### config.mk
export PLATFORM = sky130hd
export DESIGN_NAME = fpga_top
export DESIGN_NICKNAME = d
export VERILOG_FILES = /design/src/rtl/fpga_pkg.sv /design/src/rtl/sync2.sv /design/src/rtl/fpga_top.sv
export SDC_FILE = /design/constraint.sdc
export NUM_CORES = 1
export LEC_CHECK = 0
export CAP_MARGIN = 20
export CELL_PAD_IN_SITES_DETAIL_PLACEMENT = 1
export CELL_PAD_IN_SITES_GLOBAL_PLACEMENT = 1
export CORE_MARGIN = 2
export CORE_UTILIZATION = 44
export CTS_CLUSTER_SIZE = 30
export DETAILED_ROUTE_END_ITERATION = 8
export PLACE_DENSITY_LB_ADDON = 0.1
export RECOVER_POWER = 50
export SLEW_MARGIN = 20
export SYNTH_ARGS = -nofsm -noshare
export SYNTH_HDL_FRONTEND = slang
export SYNTH_SLANG_ARGS = --single-unit
export TNS_END_PERCENT = 100
### constraint.sdc
create_clock -name fpga_CLK -period 2 [get_ports fpga_CLK]
set_clock_uncertainty 0.2 [all_clocks]
set_input_delay 0.4 -clock fpga_CLK [delete_from_list [all_inputs] [get_ports fpga_CLK]]
set_output_delay 0.4 -clock fpga_CLK [all_outputs]
set_load 0.02 [all_outputs]
### src/rtl/fpga_pkg.sv
// Shared defaults for the LED / aux-clock-check design.
//   CntWDefault    : main blink counter width (LEDR0 = counter MSB)
//   AuxCntWDefault : width of the detected-aux-rise counter (LEDR1 = its MSB)
//   AliveWDefault  : aux activity timer width; timeout = 2**AliveWDefault-1 cycles
package fpga_pkg;

  localparam int unsigned CntWDefault    = 26;
  localparam int unsigned AuxCntWDefault = 24;
  localparam int unsigned AliveWDefault  = 8;

endpackage

### src/rtl/sync2.sv
// Two-flop synchronizer for one asynchronous bit.
//   clk_i  : sampling clock
//   rst_ni : asynchronous active-low reset, clears both stages to 0
//   d_i    : asynchronous input
//   q_o    : d_i delayed by two rising edges of clk_i
module sync2 (
  input  logic clk_i,
  input  logic rst_ni,
  input  logic d_i,
  output logic q_o
);

  logic meta_q;
  logic sync_q;

  always_ff @(posedge clk_i or negedge rst_ni) begin
    if (!rst_ni) begin
      meta_q <= 1'b0;
      sync_q <= 1'b0;
    end else begin
      meta_q <= d_i;
      sync_q <= meta_q;
    end
  end

  assign q_o = sync_q;

endmodule

### src/rtl/fpga_top.sv
// Board-level top of the LED / clock-check design. Everything runs on fpga_CLK;
// the auxiliary oscillator output is only ever sampled as data.
//   fpga_CLK         : main 50 MHz clock
//   fpga_NRST        : asynchronous active-low reset
//   fpga_CLK_AUX     : aux oscillator output, sampled through a synchronizer
//   fpga_SW0         : holds the main counter cleared while 1
//   fpga_SW1         : aux oscillator enable request
//   fpga_SEL_CLK_AUX : aux oscillator enable to the board (= fpga_SW1)
//   fpga_LEDR0       : main heartbeat (main counter MSB)
//   fpga_LEDR1       : aux heartbeat (detected-rise counter MSB)
//   fpga_LEDR2       : aux alive indicator
//   fpga_LEDR3       : synchronized SW0 echo
module fpga_top
  import fpga_pkg::*;
#(
  parameter int unsigned CNT_W     = CntWDefault,
  parameter int unsigned AUX_CNT_W = AuxCntWDefault,
  parameter int unsigned ALIVE_W   = AliveWDefault
) (
  input  logic fpga_CLK,
  input  logic fpga_NRST,
  input  logic fpga_CLK_AUX,
  input  logic fpga_SW0,
  input  logic fpga_SW1,
  output logic fpga_SEL_CLK_AUX,
  output logic fpga_LEDR0,
  output logic fpga_LEDR1,
  output logic fpga_LEDR2,
  output logic fpga_LEDR3
);

  // Not reset-gated so the oscillator can be started while the core is held in reset.
  assign fpga_SEL_CLK_AUX = fpga_SW1;

  logic sw0_s;
  logic sw1_s;
  logic aux_s;

  sync2 u_sync_sw0 (
    .clk_i  (fpga_CLK),
    .rst_ni (fpga_NRST),
    .d_i    (fpga_SW0),
    .q_o    (sw0_s)
  );

  // SW1 is synchronized for completeness of the board interface; no logic consumes it yet.
  sync2 u_sync_sw1 (
    .clk_i  (fpga_CLK),
    .rst_ni (fpga_NRST),
    .d_i    (fpga_SW1),
    .q_o    (sw1_s)
  );

  sync2 u_sync_aux (
    .clk_i  (fpga_CLK),
    .rst_ni (fpga_NRST),
    .d_i    (fpga_CLK_AUX),
    .q_o    (aux_s)
  );

  logic                 unused_sw1;
  assign unused_sw1 = sw1_s;

  logic [CNT_W-1:0]     cnt_q, cnt_d;
  logic                 aux_prev_q;
  logic [AUX_CNT_W-1:0] aux_cnt_q, aux_cnt_d;
  logic [ALIVE_W-1:0]   alive_q, alive_d;
  logic                 led0_q, led1_q, led2_q, led3_q;

  logic aux_rise;
  logic aux_toggle;

  // The aux input is aliased at 50 MHz sampling; only the edges actually seen are counted.
  assign aux_rise   = aux_s & ~aux_prev_q;
  assign aux_toggle = aux_s ^ aux_prev_q;

  always_comb begin
    cnt_d = cnt_q + CNT_W'(1);
    if (sw0_s) begin
      cnt_d = '0;
    end
  end

  always_comb begin
    aux_cnt_d = aux_cnt_q;
    if (aux_rise) begin
      aux_cnt_d = aux_cnt_q + AUX_CNT_W'(1);
    end
  end

  // Reload wins over decrement; the timer parks at 0 once the aux input goes quiet.
  always_comb begin
    alive_d = alive_q;
    if (aux_toggle) begin
      alive_d = '1;
    end else if (alive_q != '0) begin
      alive_d = alive_q - ALIVE_W'(1);
    end
  end

  always_ff @(posedge fpga_CLK or negedge fpga_NRST) begin
    if (!fpga_NRST) begin
      cnt_q      <= '0;
      aux_prev_q <= 1'b0;
      aux_cnt_q  <= '0;
      alive_q    <= '0;
      led0_q     <= 1'b0;
      led1_q     <= 1'b0;
      led2_q     <= 1'b0;
      led3_q     <= 1'b0;
    end else begin
      cnt_q      <= cnt_d;
      aux_prev_q <= aux_s;
      aux_cnt_q  <= aux_cnt_d;
      alive_q    <= alive_d;
      led0_q     <= cnt_q[CNT_W-1];
      led1_q     <= aux_cnt_q[AUX_CNT_W-1];
      led2_q     <= (alive_q != '0);
      led3_q     <= sw0_s;
    end
  end

  assign fpga_LEDR0 = led0_q;
  assign fpga_LEDR1 = led1_q;
  assign fpga_LEDR2 = led2_q;
  assign fpga_LEDR3 = led3_q;

endmodule

==> results_dict.tcl <==
set metrics [dict create \
    status "finished clean" \
    fin_crit_sh 0.976 \
    cts_tree "built" \
    tns_ns 0 \
    first_global_vias 2257 \
    place_ws_ns -0.0715 \
    post_drt_wl_per_cell_um 14.6 \
    crit_type "flip-flop to flip-flop" \
    cts_buffers 9 \
    final_hold_viol_count 0 \
    die_area_um2 7320 \
    p_total_uw 2910 \
    maxSlewViolCount 0 \
    synthAdderAreaFrac 0.0214 \
    ios 10 \
    ys_seq_area_frac 0.573 \
    antenna_cells 0 \
    powerDensity_nw_per_um2 814 \
    drc_errors 0 \
    yosysTopAreaCell "dfrtp_1" \
    critPathLaunchType "flip-flop" \
    die_width_um 85.6 \
    clock_sinks 67 \
    setup_viol 0 \
    grt-ovfl-total 0 \
    synthFlopType "dfrtp_1" \
    cts_root_buf "clkbuf_8" \
    start_util 0.458 \
    max_slew.worst_pin.slew_ns 0.898 \
    syn2layout_area_growth_pct 22.1 \
    drt_wl_total_mm 5.75 \
    relSlewSlack 0.401 \
    drt_pre_antenna_iters 4 \
    vias 2064 \
    drt-initial-drc-count 85 \
    synthCells 269 \
    grt_usage 0.179 \
    gp_congestion 0.737 \
    irDropWorstVdd_mv 0.505 \
    synth_top_family_by_area "simple AND/OR/NAND/NOR gates" \
    synth.area.mux_share 0.00727 \
    hold_class "flip-flop to flip-flop" \
    seq_area_um2 1680 \
    yosys_warnings 0 \
    synth_xor_area_frac 0.123 \
    rows 29 \
    dp_hpwl_mm 3.92 \
    clk_path_buf_depth 2 \
    synthesis.area_um2 2930 \
    dieHeight_um 85.6 \
    setup_ws_ns 0.0473 \
    synth_area_leaders "dfrtp_1, xnor2_1, nand2_1" \
    yosys.cell_count.top_type "dfrtp_1" \
    max_freq_mhz 512 \
    dp_cells 373 \
    synthDistinctLibCells 37 \
    grt_antenna_before_repair 0 \
    final_cells 393 \
    cp_max_fo 8 \
    synth_edf_count 0 \
    grt_max_degree 68 \
    synth_top_area_share 0.573 \
    end_kind "flip-flop" \
    syn-num-nets 279 \
    arrival_ns 2.02 \
    final_cell_area_um2 3570 \
    clk_pin_slew_ns 0.07 \
    ys_ff_latch 67 \
    synth.avg_cell_area_um2 10.9 \
    synth_compound_area_frac 0.0530 \
    yosys-top-cells-count "dfrtp_1, xnor2_1, nand2_1" \
    maxCapViolations 0 \
    placeableCoreArea_um2 6390 \
    synth-simple-area-share 0.198 \
    post_drt_via_cell_ratio 5.25 \
    layout-drive-gt1-share 0.212 \
    leakage_uw 0.00153 \
    cp.required_ns 2.06 \
    clock_latency_ns 0.33 \
    multi_input_area_um2 1240 \
    portBuffers 7 \
    nets 321 \
    grt_pass1_wl_mm 10.2 \
    fillerInstances 709 \
    postPlaceCellArea_um2 3280 \
    rsz0062_at_grt "true" \
    ctsHtreeMaxLevel 3 \
    ys_async_sr_fraction 1.00 \
    min_period_ns 1.95 \
    antenna_left 0 \
]
-- worst paths after layout --
path                                              from                   endpoint  slack, ns  depth (start not counted)
min in group asynchronous                    fpga_NRST        cnt_q[10]$_DFF_PN0_       0.63                          3
setup reg to reg                    cnt_q[0]$_DFF_PN0_        cnt_q[20]$_DFF_PN0_       0.05                          5
hold / removal             u_sync_aux.meta_q$_DFF_PN0_   u_sync_aux.q_o$_DFF_PN0_       0.17                          0
max in group asynchronous                    fpga_NRST  aux_cnt_q[13]$_DFFE_PN0P_       0.38                          3
hold reg to reg            u_sync_aux.meta_q$_DFF_PN0_   u_sync_aux.q_o$_DFF_PN0_       0.17                          0
setup / recovery                    cnt_q[0]$_DFF_PN0_        cnt_q[20]$_DFF_PN0_       0.05                          5
-- where the power goes --
part	internal [uW]	leakage [uW]	switching (uW)	total, uW
Sequential	1430	0.000867	74.9	1510
Combinational	96.8	0.000563	101	198
Clock	696	0.000101	507	1200
-- layout by cell type, fill, tap and decap left out, types with 2 or more instances in the layout --
master,n
dlygate4sd3_1,3
ha_1,4
a21oi_2,3
nor2_1,20
dfrtp_1,67
clkinv_2,2
xor2_1,9
or3_4,2
a21oi_1,10
clkinvlp_4,3
nor4_1,5
bufinv_16,2
nand2_1,22
inv_1,10
buf_4,30
or4_4,2
nor3_1,4
nand4_1,13
and4_1,3
clkbuf_8,9
o21ai_0,10
or3_1,7
and3_1,3
xnor2_1,32
and2_1,2
nand3_1,12
nor2b_1,2
clkdlybuf4s50_1,4
-- per-stage QoR --
stage / hold WS, ns / utilization
floorplan: -0.0956 / -
global placement: 0.132 / 0.514
detailed placement: 0.150 / 0.514
CTS: 0.170 / 0.551
global route: 0.185 / 0.559
finish: 0.172 / 0.559
-- metal layers --
layer	global-route usage	part of all wire
met1	0.212	0.45
met2	0.311	0.51
met3	0.0433	0.024
met4	0.0779	0.014
met5	0	0
-- worst max-delay path, stage by stage (launching register included) --
cell	delay, ns
dfrtp_1	0.38
ha_2	0.21
nand3_2	0.09
or4_4	0.48
or3_1	0.38
a21oi_2	0.14
-- sequential cells by signal (all words and copies together), names as in the netlist --
| signal | cells |
|---|---|
| alive_q | 8 |
| aux_cnt_q | 24 |
| aux_prev_q | 1 |
| cnt_q | 26 |
| fpga_LEDR0 | 1 |
| fpga_LEDR1 | 1 |
| fpga_LEDR2 | 1 |
| fpga_LEDR3 | 1 |
| u_sync_aux.meta_q | 1 |
| u_sync_aux.q_o | 1 |
| u_sync_sw0.meta_q | 1 |
| u_sync_sw0.q_o | 1 |
-- cell type report --
class / count / area share
clock buffers: 9 / 0.0347
clock inverters: 7 / 0.0259
inverters: 10 / 0.0105
multi-input cells: 184 / 0.346
flip-flops and latches: 67 / 0.469
well taps: 77 / 0.0270
repair buffers: 39 / 0.0862
-- cell families after synthesis --
kind of cell,Yosys count
adder cells (fa/ha/maj),5
buffers and inverters,18
multiplexers,2
flip-flops,67
AO/OA/AOI/OAI,28
XOR/XNOR,41
AND/OR/NAND/NOR,108
-- repair_timing --
item | in CTS | in global routing
cloned | 0 | 0
setup buffers | 0 | 3
pin swaps | 0 | 3
hold buffers | 1 | 0
resized for setup | 2 | 11
setup endpoints to repair | 6 | 13
endpoints found under the hold margin | 67 | 0
Note: power is estimated with default switching activity, not from simulation.
